$ cat src/rtl/audio_sample_rx_pwm.sv
// DAC-side receiver of the 4-phase req/ack audio sample link. A sample is captured
// into a pending register and reaches the PWM duty only at a period boundary.
module audio_sample_rx_pwm #(
    parameter int DATA_WIDTH   = 12,
    parameter int SYNC_STAGES  = 2,
    parameter int RESET_SAMPLE = 2048
) (
    input  logic                  clk,
    input  logic                  rst_n,
    input  logic                  tx_req,
    input  logic [DATA_WIDTH-1:0] to_cdc,
    output logic                  tx_ack,
    output logic                  pwm_out,
    output logic [DATA_WIDTH-1:0] duty,
    output logic                  sample_loaded,
    output logic                  overrun
);

    localparam logic [DATA_WIDTH-1:0] RST_VAL = DATA_WIDTH'(RESET_SAMPLE);
    localparam logic [DATA_WIDTH-1:0] CNT_MAX = {DATA_WIDTH{1'b1}};
    localparam logic [DATA_WIDTH-1:0] CNT_ONE = DATA_WIDTH'(1);

    typedef enum logic {
        ST_IDLE = 1'b0,
        ST_ACK  = 1'b1
    } state_t;

    state_t                  state_q, state_d;
    logic [SYNC_STAGES-1:0]  sync_q, sync_d;
    logic                    tx_ack_q, tx_ack_d;
    logic [DATA_WIDTH-1:0]   pending_q, pending_d;
    logic                    pending_valid_q, pending_valid_d;
    logic [DATA_WIDTH-1:0]   duty_q, duty_d;
    logic [DATA_WIDTH-1:0]   pwm_cnt_q, pwm_cnt_d;
    logic                    pwm_out_q, pwm_out_d;
    logic                    sample_loaded_q, sample_loaded_d;
    logic                    overrun_q, overrun_d;
    logic                    req_s;
    logic                    capture_s;
    logic                    load_s;

    assign req_s = sync_q[SYNC_STAGES-1];

    // Handshake FSM: capture to_cdc once per request, ack follows the synchronised request
    always_comb begin
        state_d   = state_q;
        tx_ack_d  = tx_ack_q;
        capture_s = 1'b0;
        case (state_q)
            ST_IDLE: begin
                if (req_s) begin
                    capture_s = 1'b1;
                    tx_ack_d  = 1'b1;
                    state_d   = ST_ACK;
                end else begin
                    tx_ack_d  = 1'b0;
                    state_d   = ST_IDLE;
                end
            end
            ST_ACK: begin
                if (!req_s) begin
                    tx_ack_d = 1'b0;
                    state_d  = ST_IDLE;
                end else begin
                    tx_ack_d = 1'b1;
                    state_d  = ST_ACK;
                end
            end
            default: begin
                tx_ack_d = 1'b0;
                state_d  = ST_IDLE;
            end
        endcase
    end

    // Pending/duty bookkeeping; a same-cycle load takes the old pending before capture overwrites it
    always_comb begin
        sync_d          = {sync_q[SYNC_STAGES-2:0], tx_req};
        pending_d       = pending_q;
        pending_valid_d = pending_valid_q;
        duty_d          = duty_q;
        overrun_d       = overrun_q;
        load_s          = (pwm_cnt_q == CNT_MAX) && pending_valid_q;
        if (load_s) begin
            duty_d          = pending_q;
            pending_valid_d = 1'b0;
        end else begin
            duty_d          = duty_q;
        end
        if (capture_s) begin
            pending_d       = to_cdc;
            pending_valid_d = 1'b1;
            if (pending_valid_q && !load_s) begin
                overrun_d = 1'b1;
            end else begin
                overrun_d = overrun_q;
            end
        end else begin
            pending_d = pending_q;
        end
        sample_loaded_d = load_s;
        pwm_cnt_d       = pwm_cnt_q + CNT_ONE;
        pwm_out_d       = (pwm_cnt_q < duty_q);
    end

    // State registers
    always_ff @(posedge clk or negedge rst_n) begin
        if (!rst_n) begin
            state_q         <= ST_IDLE;
            sync_q          <= {SYNC_STAGES{1'b0}};
            tx_ack_q        <= 1'b0;
            pending_q       <= RST_VAL;
            pending_valid_q <= 1'b0;
            duty_q          <= RST_VAL;
            pwm_cnt_q       <= {DATA_WIDTH{1'b0}};
            pwm_out_q       <= 1'b0;
            sample_loaded_q <= 1'b0;
            overrun_q       <= 1'b0;
        end else begin
            state_q         <= state_d;
            sync_q          <= sync_d;
            tx_ack_q        <= tx_ack_d;
            pending_q       <= pending_d;
            pending_valid_q <= pending_valid_d;
            duty_q          <= duty_d;
            pwm_cnt_q       <= pwm_cnt_d;
            pwm_out_q       <= pwm_out_d;
            sample_loaded_q <= sample_loaded_d;
            overrun_q       <= overrun_d;
        end
    end

    assign tx_ack        = tx_ack_q;
    assign pwm_out       = pwm_out_q;
    assign duty          = duty_q;
    assign sample_loaded = sample_loaded_q;
    assign overrun       = overrun_q;

endmodule
$ cat config.mk
export PLATFORM = sky130hd
export DESIGN_NAME = audio_sample_rx_pwm
export DESIGN_NICKNAME = d
export VERILOG_FILES = /design/src/rtl/audio_sample_rx_pwm.sv
export SDC_FILE = /design/constraint.sdc
export NUM_CORES = 1
export LEC_CHECK = 0
export ABC_AREA = 1
export CELL_PAD_IN_SITES_DETAIL_PLACEMENT = 1
export CELL_PAD_IN_SITES_GLOBAL_PLACEMENT = 1
export CORE_MARGIN = 5
export CORE_UTILIZATION = 40
export CTS_CLUSTER_DIAMETER = 30
export DETAILED_ROUTE_END_ITERATION = 10
export GPL_ROUTABILITY_DRIVEN = 0
export PLACE_DENSITY = 0.77
export RECOVER_POWER = 25
export SYNTH_ARGS = -nofsm -noshare
export SYNTH_HDL_FRONTEND = slang
export SYNTH_SLANG_ARGS = --single-unit
$ cat constraint.sdc
create_clock -name clk -period 1.6 [get_ports clk]
set_input_delay 0.16 -clock clk [delete_from_list [all_inputs] [get_ports clk]]
set_output_delay 0.16 -clock clk [all_outputs]
set_load 0.02 [all_outputs]
# Word level (Yosys, flattened, before mapping)

Cells that the tools add are included.

Add/sub/neg operators: 1
Reduce and logical (&&, ||, !) cells: 5
Order comparisons: 1
Muxes and demuxes: 4
Equality and inequality tests: 1

Operators with widths:

| operator                | number |
|---|---|
| $add A12 B1 Y12 const B | 1 |
| $eq A12 B12 Y1 const B  | 1 |
| $lt A12 B12 Y1          | 1 |
| $mux W1                 | 4 |
| $logic_and A1 B1 Y1     | 2 |
| $reduce_and A2 Y1       | 1 |
| $reduce_bool A2 Y1      | 1 |
| $logic_not A1 Y1        | 1 |

Bits of input ports: 15
Register bits: 43
Logic and storage cells: 21
Output and inout port bits: 16

# Logic depth before layout (Yosys ltp)

Depth in word-level cells: 5
Depth in mapped cells: 9
Mapped depth without buffers: 9

# Worst setup path after synthesis

Ideal clock, no wire load.

Kind: reg-to-reg
From: register duty_q[11], in the netlist duty[11]
To: register pwm_out_q, in the netlist pwm_out
Buffers on the path: 0
Library setup time: 0.077 ns
Arrival time: 1.323 ns
Data required time: 1.523 ns
Setup slack: 0.199 ns
Stages on the path, launching flop included: 7
Clock period less this slack: 1.401 ns
Cells stage by stage: dfstp_2 > inv_1 > ha_1 > a21o_1 > nor2_1 > nand2_1 > a21oi_1

Longest elaborated chain between the ends: 1

RTL lines:

| element                  | RTL line | text |
|---|---|---|
| start: declaration       | 33       | `logic [DATA_WIDTH-1:0] duty_q, duty_d;` |
| start signal: assignment | 125      | `duty_q <= duty_d;` |
| $lt A12 B12 Y1           | 103      | `pwm_out_d = (pwm_cnt_q < duty_q);` |
| named net pwm_out_d      | 35       | `logic pwm_out_q, pwm_out_d;` |
| end signal: assignment   | 127      | `pwm_out_q <= pwm_out_d;` |
| end: declaration         | 35       |  |

The timed path passes the listed nets, and every way through them passes these cells.
A chain may end at the register's enable or synchronous reset.

# Worst setup path in the final report

From: register duty_q[4], in the netlist duty[4]
To: output port duty[4]

RTL lines:

| element          | RTL line | text |
|---|---|---|
| end: declaration | 14       | `output logic [DATA_WIDTH-1:0] duty,` |

No word-level cell between the ends.

==> impl_metrics.ini <==
[setup_path]
cp_top_family = buffers and inverters
cp.arrival_ps = 1340
slowest_delay_ps = 630
crit_slowest_cell = clkdlybuf4s50_1
worst_setup_path_end_kind = output port
cp.required_ps = 1440
critical_path_class = reg2out
critPathBufInv = 1
startpoint_type = register
path_cells = clkdlybuf4s50_1
crit_path_max_fanout = 3

[floorplan]
dieArea_um2 = 6566
fp.dieW_um = 81.03
rows = 25
boundaryPins = 31
core-area_um2 = 4817
initial_core_util = 0.4190
die_y_um = 81.03

[layout]
multi_input_area_um2 = 800.8
nNetsFinal = 289
drive_gt1_frac = 0.09506
nFillCells = 582
antenna-diode-count = 0
fin_util = 0.5234
seqCellArea_um2 = 1079
area_growth_pct = 24.92

[synthesis]
synth.yosys.seq_area_share = 0.5344
avgSynthCellArea_um2 = 8.970
yosys_warnings = 0
synth.net_count = 252
synth.area.top_cells = dfrtp_1 (51%), nand2_1 (16%), ha_1 (7.4%), inv_1 (4.8%), nand3_1 (4.0%)
synthesis.instances = 225
synthDistinctLibCells = 21
synthDominantCellAreaShare = 0.5084
synth_area_um2 = 2018
ys_seq_elements = 43
yosys.area.top_type = dfrtp_1

[min_path]
hold_path_class = reg2reg

[grt]
grt_pass1_vias = 1678
antenna_found_initial = 0
overflow = 0
grt_max_degree = 44
grt_pass1_wl_um = 7514
track_usage = 0.1486

[routing]
ant_nets = 0
avgViaCountPerCell = 4.582
met3_length_um = 139
drt_first_pass_iters = 4
drt-total-wl_um = 4131
wl_per_cell_um = 12.52
drtIter0Drc = 29
drcViolationCount = 0
vias = 1512
highest_layer = met4
dr_wl_met2_um = 2037
drt-met1-wl_um = 1893

[sta]
hold_viol = 0
skew_ps = 4.851
slew_violations = 0
fmax_mhz = 668.3
grt_setup_unrepaired = no
fin_crit_ps = 1496
period_share = 0.9352
fin_setup_tns_ps = 0
setup_viol = 0
slew_headroom = 0.3136
tightestPinTransition_ps = 1030

[clock_tree]
root_buffer = clkbuf_8
htreeDepth = 2
cts.sinks = 43
clkTransAtPathRegs_ps = 80
clockBufferDepth = 2
clock_latency_ps = 300
numCtsBuffers = 5
cts_tree = built

[power_and_ir_drop]
power.density_nw_per_um2 = 854.7
max-vdd-ir-drop_mv = 0.5874
p_leak_nw = 1.304

[placed_design]
dp_hpwl_um = 3150
portBuffers = 30

[outcome]
status = complete, no violations

[flow_run]
cap_violations = 0
-- synthesized netlist by cell type --
| library cell | number |
|---|---|
| nor2_8 | 1 |
| nor2_4 | 2 |
| a21oi_1 | 4 |
| nor3_1 | 3 |
| nor2b_1 | 1 |
| nand2_4 | 2 |
| ha_1 | 12 |
| nand3_1 | 16 |
| nand4_1 | 1 |
| clkbuf_1 | 3 |
| nand2_2 | 3 |
| dfstp_2 | 2 |
| buf_6 | 2 |
| a21o_1 | 1 |
| xnor2_1 | 1 |
| nor2_1 | 7 |
| dfrtp_1 | 41 |
| inv_2 | 2 |
| xor2_1 | 8 |
| nand2_1 | 87 |
| inv_1 | 26 |
-- report_power, final --
| part | switching, mW | internal [mW] |
|---|---|---|
| logic | 0.0582 | 0.0508 |
| registers | 0.0226 | 1.13 |
| clock network | 0.379 | 0.513 |
-- final timing paths --
path / start / end / slack (ps) / cells after the start
max: duty[4] / duty[4] / 100 / 1
max in group asynchronous: rst_n / duty[9] / 300 / 3
min in group asynchronous: rst_n / pwm_cnt_q[2] / 660 / 3
min reg2reg: sync_q[0] / sync_q[1] / 360 / 0
min: sync_q[0] / sync_q[1] / 360 / 0
max reg2reg: pwm_cnt_q[1] / duty[11] / 130 / 8
-- cells in the final DEF (no fill, tap or decap), types with 2 or more instances in the layout --
| cell | Yosys | routed |
|---|---|---|
| dlygate4sd3_1 | 0 | 2 |
| nand2_1 | 87 | 87 |
| nor3_1 | 3 | 3 |
| nand3_1 | 16 | 16 |
| inv_2 | 2 | 2 |
| nor2_4 | 2 | 2 |
| xor2_1 | 8 | 8 |
| a21oi_1 | 4 | 4 |
| clkbuf_8 | 0 | 6 |
| ha_1 | 12 | 12 |
| dfstp_2 | 2 | 2 |
| nand2_4 | 2 | 2 |
| buf_4 | 0 | 3 |
| inv_1 | 26 | 26 |
| clkdlybuf4s50_1 | 0 | 27 |
| dfrtp_1 | 41 | 41 |
| nand2_2 | 3 | 3 |
| nor2_1 | 7 | 7 |
-- cells by family after synthesis --
kind of cell,count (synthesis),share of synthesized area
compound gates,5,0.01364
xor+xnor,9,0.03906
buf+inv,33,0.06881
flops,43,0.5344
simple gates,123,0.2697
fa+ha+maj,12,0.07439
-- timing repair --
| action | CTS | global route |
|---|---|---|
| hold endpoints to repair | 41 | 0 |
| resized for setup | 1 | 0 |
| endpoints found under the setup margin | 1 | 1 |
| buffers inserted | 0 | 1 |
| hold buffers | 1 | 0 |
| pin swaps | 0 | 1 |
-- layout make-up --
type / count / area share
inverters: 28 / 0.04169
clock inverters: 2 / 0.01538
clock buffers: 6 / 0.03275
flip-flops and latches: 43 / 0.4278
multi-input cells: 149 / 0.3176
well taps: 67 / 0.03325
repair buffers: 35 / 0.1315
-- per-layer routing --
layer  up-vias  track usage
met4         0      0.05068
met3         7      0.02993
met2        25       0.2586
met5         -            0
met1       722       0.1830
li1        758            -
-- per-stage QoR --
| step | cells | hold WS, ps | area, um2 | power (mW) | worst slack [ps] |
|---|---|---|---|---|---|
| finish | 330 | 359.7 | 2521 | 2.155 | 103.7 |
| global route | 330 | 374.2 | 2521 | 2.254 | 10.16 |
| CTS | 329 | 292.7 | 2516 | 2.189 | 90.52 |
| detailed placement | 320 | 270.8 | 2386 | 1.287 | 112.1 |
| global placement | 320 | 267.4 | 2386 | 1.281 | 150.1 |
| floorplan | 225 | -135.6 | 2018 | 1.211 | 199.4 |
-- state kept, by name (all words and copies together) (netlist names) --
register / flops
sync_q: 2
sample_loaded: 1
pwm_out: 1
pending_valid_q: 1
duty: 12
pending_q: 12
overrun: 1
tx_ack: 1
pwm_cnt_q: 12
No activity file was read; power rests on OpenSTA's default activity.
